<file path="src/rtl/mem_access_checker_pkg.sv">
// ============================================================================
// Module  : mem_chk_pkg
// Brief   : Cause/size codes and helpers shared by the data-memory checker.
// Revision: 1.0 - initial release
// ============================================================================
`default_nettype none

package mem_chk_pkg;

  typedef enum logic [2:0] {
    CAUSE_NONE        = 3'd0,
    CAUSE_RD_MIS      = 3'd1,
    CAUSE_WR_MIS      = 3'd2,
    CAUSE_OOB         = 3'd3,
    CAUSE_RW_CONFLICT = 3'd4
  } cause_e;

  typedef enum logic [1:0] {
    SZ_BYTE = 2'd0,
    SZ_HALF = 2'd1,
    SZ_WORD = 2'd2,
    SZ_NONE = 2'd3
  } size_e;

  typedef enum logic [0:0] {
    ST_IDLE = 1'b0,
    ST_HELD = 1'b1
  } rec_state_e;

  function automatic logic [2:0] size_bytes(input logic [1:0] code);
    case (code)
      SZ_BYTE: size_bytes = 3'd1;
      SZ_HALF: size_bytes = 3'd2;
      SZ_WORD: size_bytes = 3'd4;
      default: size_bytes = 3'd0;
    endcase
  endfunction

  function automatic logic is_misaligned(input logic [1:0] code, input logic [1:0] lsb);
    case (code)
      SZ_HALF: is_misaligned = lsb[0];
      SZ_WORD: is_misaligned = (lsb != 2'b00);
      default: is_misaligned = 1'b0;
    endcase
  endfunction

endpackage

`default_nettype wire

</file>
<file path="src/rtl/mem_access_checker_classify.sv">
// ============================================================================
// Module  : mem_access_classify
// Brief   : Combinational fault classifier for one data-memory access.
// Revision: 1.0 - initial release
// ============================================================================
`default_nettype none

module mem_access_classify
  import mem_chk_pkg::*;
#(
  parameter int unsigned       ADDR_W    = 32,
  parameter logic [ADDR_W-1:0] BASE_ADDR = '0,
  parameter int unsigned       MEM_BYTES = 128
) (
  input  wire logic [ADDR_W-1:0] addr,
  input  wire logic [1:0]        wr_ctrl,
  input  wire logic [1:0]        rd_ctrl,
  input  wire logic              lui_bypass,
  input  wire logic              acc_valid,
  output logic                   fault_now,
  output cause_e                 cause
);

  // One extra bit so an access ending past the top of the address space cannot wrap.
  localparam logic [ADDR_W:0] c_one = {{ADDR_W{1'b0}}, 1'b1};
  localparam logic [ADDR_W:0] c_lo  = {1'b0, BASE_ADDR};
  localparam logic [ADDR_W:0] c_hi  = {1'b0, BASE_ADDR} + (ADDR_W+1)'(MEM_BYTES) - c_one;

  logic            w_rd_act;
  logic            w_wr_act;
  logic            w_check;
  logic [2:0]      w_size;
  logic [ADDR_W:0] w_addr_ext;
  logic [ADDR_W:0] w_end_addr;
  logic            w_oob;

  always_comb begin
    w_rd_act   = (rd_ctrl != SZ_NONE);
    w_wr_act   = (wr_ctrl != SZ_NONE);
    w_check    = acc_valid && !lui_bypass && (w_rd_act || w_wr_act);
    w_size     = w_rd_act ? size_bytes(rd_ctrl) : size_bytes(wr_ctrl);
    w_addr_ext = {1'b0, addr};
    w_end_addr = w_addr_ext + {{(ADDR_W-2){1'b0}}, w_size} - c_one;
    w_oob      = (w_addr_ext < c_lo) || (w_end_addr > c_hi);

    cause = CAUSE_NONE;
    if (w_check) begin
      if (w_rd_act && w_wr_act)
        cause = CAUSE_RW_CONFLICT;
      else if (w_rd_act && is_misaligned(rd_ctrl, addr[1:0]))
        cause = CAUSE_RD_MIS;
      else if (w_wr_act && is_misaligned(wr_ctrl, addr[1:0]))
        cause = CAUSE_WR_MIS;
      else if (w_oob)
        cause = CAUSE_OOB;
    end
    fault_now = (cause != CAUSE_NONE);
  end

endmodule

`default_nettype wire

</file>
<file path="config.mk">
export PLATFORM = sky130hd
export DESIGN_NAME = mem_access_classify
export DESIGN_NICKNAME = d
export VERILOG_FILES = /design/src/rtl/mem_access_checker_pkg.sv /design/src/rtl/mem_access_checker_classify.sv
export SDC_FILE = /design/constraint.sdc
export NUM_CORES = 1
export LEC_CHECK = 0
export ABC_AREA = 1
export BUFFER_PORTS_ARGS = -buffer_cell sky130_fd_sc_hd__buf_2
export CORE_MARGIN = 3
export CORE_UTILIZATION = 55
export DETAILED_ROUTE_END_ITERATION = 7
export PLACE_DENSITY = 0.75
export SLEW_MARGIN = 0
export SYNTH_ARGS = -nofsm -noshare
export SYNTH_HDL_FRONTEND = slang
export SYNTH_SLANG_ARGS = --single-unit
</file>
<file path="constraint.sdc">
create_clock -name vclk -period 10
set_clock_uncertainty 0.15 [all_clocks]
set_input_delay 1.5 -clock vclk [all_inputs]
set_output_delay 1.5 -clock vclk [all_outputs]
set_load 0.05 [all_outputs]
</file>
==> qor.txt, run 1 <==
====================================================================================
Busiest grt layer                                                               met2
Number of global-route vias before repair                                       3187
Detailed placer's ending HPWL                                                7.06 mm
PostCTS Resize Cnt                                                                 0
Total number of sequential cells                                                   0
Share of post-route cells with drive strength above 1                         0.0938
ANT cells                                                                          0
Cell type with the highest aggregate area in the netlist                sky130_fd_sc_hd__nand2_1
Critical-path top delay cell                                            sky130_fd_sc_hd__fa_1
P per Cell Area                                                          56.3 mW/mm²
GR Layer Usage met3                                                           0.0101
Global-route wire length before repair                                       13.4 mm
Total Die Area                                                           0.00646 mm²
Number of primary I/O pins                                                        42
Detail Route Antenna Nets                                                          0
Max FO, Critical Path                                                              7
Drt wl/cell                                                                  10.5 µm
Sequential Area                                                                0 µm²
Count of fill cells added during filler insertion                                591
Area share of the largest cell type after synthesis                            0.317
Part of the power in the clock network                                             0
Setup WS pre-CTS                                                             3.66 ns
Placeable core area                                                      0.00524 mm²
Max rail drop VDD                                                          0.0258 mV
Final weighted congestion in routability-driven placement                      0.927
Max cap viols                                                                      0
Max-slew violations                                                                0
Floorplan die height                                                         80.4 µm
Placed inst area                                                         0.00333 mm²
Commonest non-fill, non-tap cells in the layout                         sky130_fd_sc_hd__nand2_1 (257), sky130_fd_sc_hd__inv_1 (163), sky130_fd_sc_hd__nor2_1 (52)
Setup-violating endpoint count in the final report                                 0
Overall via count from detail_route                                             3756
Type of the worst setup path                                               in -> out
Cell chain of the critical path                                         buf_2 > ha_1 > mux2i_1 > ha_1 > inv_1 > ha_1 > fa_1 > nand3_1 > nand2_1 > nand3_1 > nand3_1 > nand3_1 > nand2_1 > nand2_1 > nand2_1 > nor2_1 > nand2_1 > nor3_2 > nand3_1 > a21oi_1 > nand2_1 > buf_2
Share of the clock period used by the worst path after layout                  0.638
Slew margin rel.                                                               0.728
Number of instances in the placed design                                         752
Slew at the pin closest to its max-slew limit                               0.397 ns
GRT overflow                                                                       0
WHS Endpoint                                                                cause[2]
Total count of hold-check failures in the final report                             0
Number of vias per cell                                                         4.99
Net Sw Frac                                                                    0.656
Final instance area                                                      0.00333 mm²
Cells after synthesis                                                            642
Setup ws final                                                               3.62 ns
Buffers & Inverters on Critical Path                                               3
Logic gate share of total power                                                1.000
Number of buffers inserted for hold repair after clock tree synthesis              0
Run status                                                              complete, no violations
Global routing usage on met2                                                   0.435
Area Growth Syn to Fin                                                         9.42%
Final standard cell count with taps included and fillers excluded                752
Post-layout util                                                               0.635
Data arrival at the endpoint of the critical path                            4.73 ns
Most common cell after layout, fill and taps aside                      sky130_fd_sc_hd__nand2_1
Unique masters post-synth                                                         25
Initial standard-cell utilization of the core                                  0.581
CP required                                                                  8.35 ns
Max Clk Rate                                                                 157 MHz
Total of warnings raised by yosys                                                  0
Most area-consuming cells after synthesis                               sky130_fd_sc_hd__nand2_1 (32%), sky130_fd_sc_hd__inv_1 (20%), sky130_fd_sc_hd__ha_1 (17%)
Int Power                                                                  0.0645 mW
Number of rows in the core area                                                   26
Setup repair after global routing missed its margin                            false
Violation count after the first detailed-route iteration                         238
Critical Path Most Common Cell                                          sky130_fd_sc_hd__nand2_1
Static leakage                                                               2.31 nW
Worst Hold Launch                                                          acc_valid
Type of the most critical hold path                                        in -> out
Die Wd                                                                       80.4 µm
# DRC                                                                              0
Met1 track demand over resource in global routing                              0.349
Delay-heaviest family, CP                                               simple AND/OR/NAND/NOR gates
Reg power frac                                                                     0
Area of the mapped netlist                                               0.00304 mm²
All-layer global routing usage                                                 0.248
Maximum number of pins on one net before global-route repair                       9
Min Clock Period, post-route                                                 6.38 ns
Area of combinational cells with multiple inputs                         0.00240 mm²
Mapped Nets                                                                      723
Switching power                                                             0.123 mW
Total Neg Setup Slack                                                           0 ns
Share of synthesized area occupied by flip-flops and latches                       0
Number of instances on the worst hold path                                         4
Setup crit end kind                                                      output port
Average instance area after synthesis                                       4.74 µm²
Peak per-stage delay on the critical path                                    0.44 ns
Number of buffers inserted by port buffering                                      42
Buffer count from post-CTS setup fixing                                            0
Net count reported at finish                                                     765
Final routed wirelength across all metal layers                              7.89 mm
Clkbuf count                                                                       0
Number of antenna violations at the first check in global routing                  0
DRT Pass-1 Iters                                                                   5
Category of the worst setup path launch point                           primary input
====================================================================================
-- per-stage QoR --
stage / power [mW] / hold WS [ns]
2_1_floorplan: 0.139 / 3.11
3_3_place_gp: 0.181 / 3.29
3_5_place_dp: 0.184 / 3.28
4_1_cts: 0.185 / 3.28
5_1_grt: 0.214 / 3.31
6_report: 0.187 / 3.27
-- Yosys cell counts (all sizes together) --
master,instances
o21bai,3
o21ai,6
fa,1
o21a,1
nand2,260
buf,1
nand3b,3
or2,1
a21oi,25
nand3,50
nand4,9
clkbuf,1
nor3,10
and2,2
mux2i,2
inv,169
ha,42
nor2,55
a2111oi,1
-- how the worst max path moves through the flow --
| stage | startpoint | endpoint | slack, ns | cells after the start |
|---|---|---|---|---|
| floorplan | rd_ctrl[0] | fault_now | 4.02 | 23 |
| detailed placement | rd_ctrl[0] | fault_now | 3.66 | 22 |
| global route | rd_ctrl[0] | fault_now | 3.28 | 24 |
| CTS | rd_ctrl[0] | fault_now | 3.65 | 22 |
| finish | rd_ctrl[0] | fault_now | 3.62 | 22 |
| global placement | rd_ctrl[0] | fault_now | 3.80 | 22 |
-- layout make-up --
type                       instances  share of cell area
inverter                         169               0.191
multi-input combinational        471               0.720
tap                               70              0.0263
timing repair buffer              42              0.0632
-- per-layer routing --
layer	routed length, µm	share of wire	up-vias
met5	0	0	-
li1	-	-	2014
met2	3490	0.44	111
met3	532	0.067	2
met1	3840	0.49	1629
met4	25	0.0032	0
-- logic make-up after synthesis --
logic type,count (synthesis),synth area share
multiplexers,2,0.00658
adder cells (fa/ha/maj),43,0.179
AO/OA/AOI/OAI,36,0.0675
buffers and inverters,171,0.212
AND/OR/NAND/NOR,390,0.534
-- power by group through the flow --
stage / Sequential [mW] / Clock (mW) / Combinational [mW]
after floorplan: 0 / 0 / 0.139
after global placement: 0 / 0 / 0.181
after detailed placement: 0 / 0 / 0.184
after CTS: 0 / 0 / 0.185
after global routing: 0 / 0 / 0.214
final: 0 / 0 / 0.187
(Power assumes the default switching activity.)
==> run 2: changes to the inputs <==
==> constraint.sdc (replaced) <==
create_clock -name vclk -period 6.51
set_clock_uncertainty 0.15 [all_clocks]
set_input_delay 0.9765 -clock vclk [all_inputs]
set_output_delay 0.9765 -clock vclk [all_outputs]
set_load 0.05 [all_outputs]
==> run 2 against run 1 <==
  * Combinational power grew 53%
  * Routed wire length shrank 1.4%
  * Via count down 0.69%
  * Critical endpoint unchanged
  * Final area did not move
  * Non-clock buffer count unchanged
  * Critical path depth is the same
  * First-iteration DRC count up 37%
  * Clock-buffer cell count stayed put
==> qor.txt, run 2 (synthesis results as in run 1) <==
====================================================================================
Detail Route Antenna Nets                                                          0
Max cap viols                                                                      0
Total number of sequential cells                                                   0
Placeable core area                                                      0.00524 mm²
Type of the worst setup path                                               in -> out
Share of the clock period used by the worst path after layout                  0.810
Setup ws final                                                               1.24 ns
Worst slack on hold paths                                                    2.24 ns
CP required                                                                  5.38 ns
Number of rows in the core area                                                   26
Number of antenna violations at the first check in global routing                  0
Sequential Area                                                                0 µm²
Max Clk Rate                                                                 190 MHz
Buffers & Inverters on Critical Path                                               3
Max FO, Critical Path                                                              7
Critical Path Most Common Cell                                          sky130_fd_sc_hd__nand2_1
Commonest non-fill, non-tap cells in the layout                         sky130_fd_sc_hd__nand2_1 (257), sky130_fd_sc_hd__inv_1 (163), sky130_fd_sc_hd__nor2_1 (52)
Type of the most critical hold path                                        in -> out
Slew at the pin closest to its max-slew limit                               0.424 ns
# DRC                                                                              0
GRT overflow                                                                       0
Critical-path top delay cell                                            sky130_fd_sc_hd__fa_1
Data arrival at the endpoint of the critical path                            4.15 ns
Category of the worst setup path launch point                           primary input
Total Neg Setup Slack                                                           0 ns
Violation count after the first detailed-route iteration                         327
Detailed placer's ending HPWL                                                7.05 mm
Peak per-stage delay on the critical path                                    0.44 ns
Share of post-route cells with drive strength above 1                         0.0938
Overall via count from detail_route                                             3730
Setup-violating endpoint count in the final report                                 0
Buffer count from post-CTS setup fixing                                            0
Cell chain of the critical path                                         buf_2 > ha_1 > mux2i_1 > ha_1 > inv_1 > ha_1 > fa_1 > nand3_1 > nand2_1 > nand3_1 > nand3_1 > nand3_1 > nand2_1 > nand2_1 > nand2_1 > nor2_1 > nand2_1 > nor3_2 > nand3_1 > a21oi_1 > nand2_1 > buf_2
All-layer global routing usage                                                 0.249
Setup crit end kind                                                      output port
Maximum number of pins on one net before global-route repair                       9
Min Clock Period, post-route                                                 5.27 ns
Slew margin rel.                                                               0.710
Delay-heaviest family, CP                                               simple AND/OR/NAND/NOR gates
Final routed wirelength across all metal layers                              7.79 mm
Area Growth Syn to Fin                                                         9.42%
Setup repair after global routing missed its margin                            false
Total count of hold-check failures in the final report                             0
Static leakage                                                               2.31 nW
Number of primary I/O pins                                                        42
Drt wl/cell                                                                  10.4 µm
Initial standard-cell utilization of the core                                  0.581
ANT cells                                                                          0
Number of buffers inserted for hold repair after clock tree synthesis              0
Overall power                                                               0.286 mW
Run status                                                              complete, no violations
Number of global-route vias before repair                                       3210
Final weighted congestion in routability-driven placement                      0.927
Floorplan die height                                                         80.4 µm
Most common cell after layout, fill and taps aside                      sky130_fd_sc_hd__nand2_1
Net count reported at finish                                                     765
Die Wd                                                                       80.4 µm
Number of buffers inserted by port buffering                                      42
Total Die Area                                                           0.00646 mm²
Clkbuf count                                                                       0
Max rail drop VDD                                                          0.0484 mV
Number of vias per cell                                                         4.96
PostCTS Resize Cnt                                                                 0
Setup WS pre-CTS                                                             1.26 ns
DRT Pass-1 Iters                                                                   4
Max-slew violations                                                                0
P per Cell Area                                                          85.9 mW/mm²
Global-route wire length before repair                                       13.4 mm
====================================================================================
-- run 2: cell counts in the layout (fill, tap and decap cells not counted) --
No cell type changed its count.
-- run 2: worst min-delay path, cell delays in order --
cell and delay, ns:
sky130_fd_sc_hd__buf_2 0.09, sky130_fd_sc_hd__nand2_1 0.08, sky130_fd_sc_hd__nor2_1 0.06, sky130_fd_sc_hd__buf_2 0.20
-- run 2: area by class of cell --
cell class / count / area, µm²
Tap cell: 70 / 87.6
Fill cell: 563 / 1910
Timing Repair Buffer: 42 / 210
Multi-Input combinational cell: 471 / 2400
Inverter: 169 / 634
-- run 2: metrics by stage --
stage | instance area [µm²] | util | instances
floorplan | 3040 | - | 642
global placement | 3330 | 0.635 | 752
detailed placement | 3330 | 0.635 | 752
CTS | 3330 | 0.635 | 752
global route | 3330 | 0.635 | 752
finish | 3330 | 0.635 | 752
-- run 2: path summary, 6_finish.rpt --
check             startpoint         to  slack [ns]  depth (start not counted)
setup / recovery  rd_ctrl[0]  fault_now        1.24                         22
hold / removal     acc_valid   cause[2]        2.24                          4
-- run 2: layer usage --
| layer | share of wire | track usage | up-vias |
|---|---|---|---|
| met5 | 0 | 0 | - |
| met4 | 0.0062 | 0.0220 | 0 |
| met3 | 0.068 | 0.0135 | 6 |
| met2 | 0.44 | 0.433 | 98 |
| met1 | 0.49 | 0.349 | 1616 |
| li1 | - | - | 2010 |
-- run 2: power breakdown --
group	switching, mW	internal, mW
sequential	0	0
combinational	0.187	0.0988
clock	0	0
total	0.187	0.0988
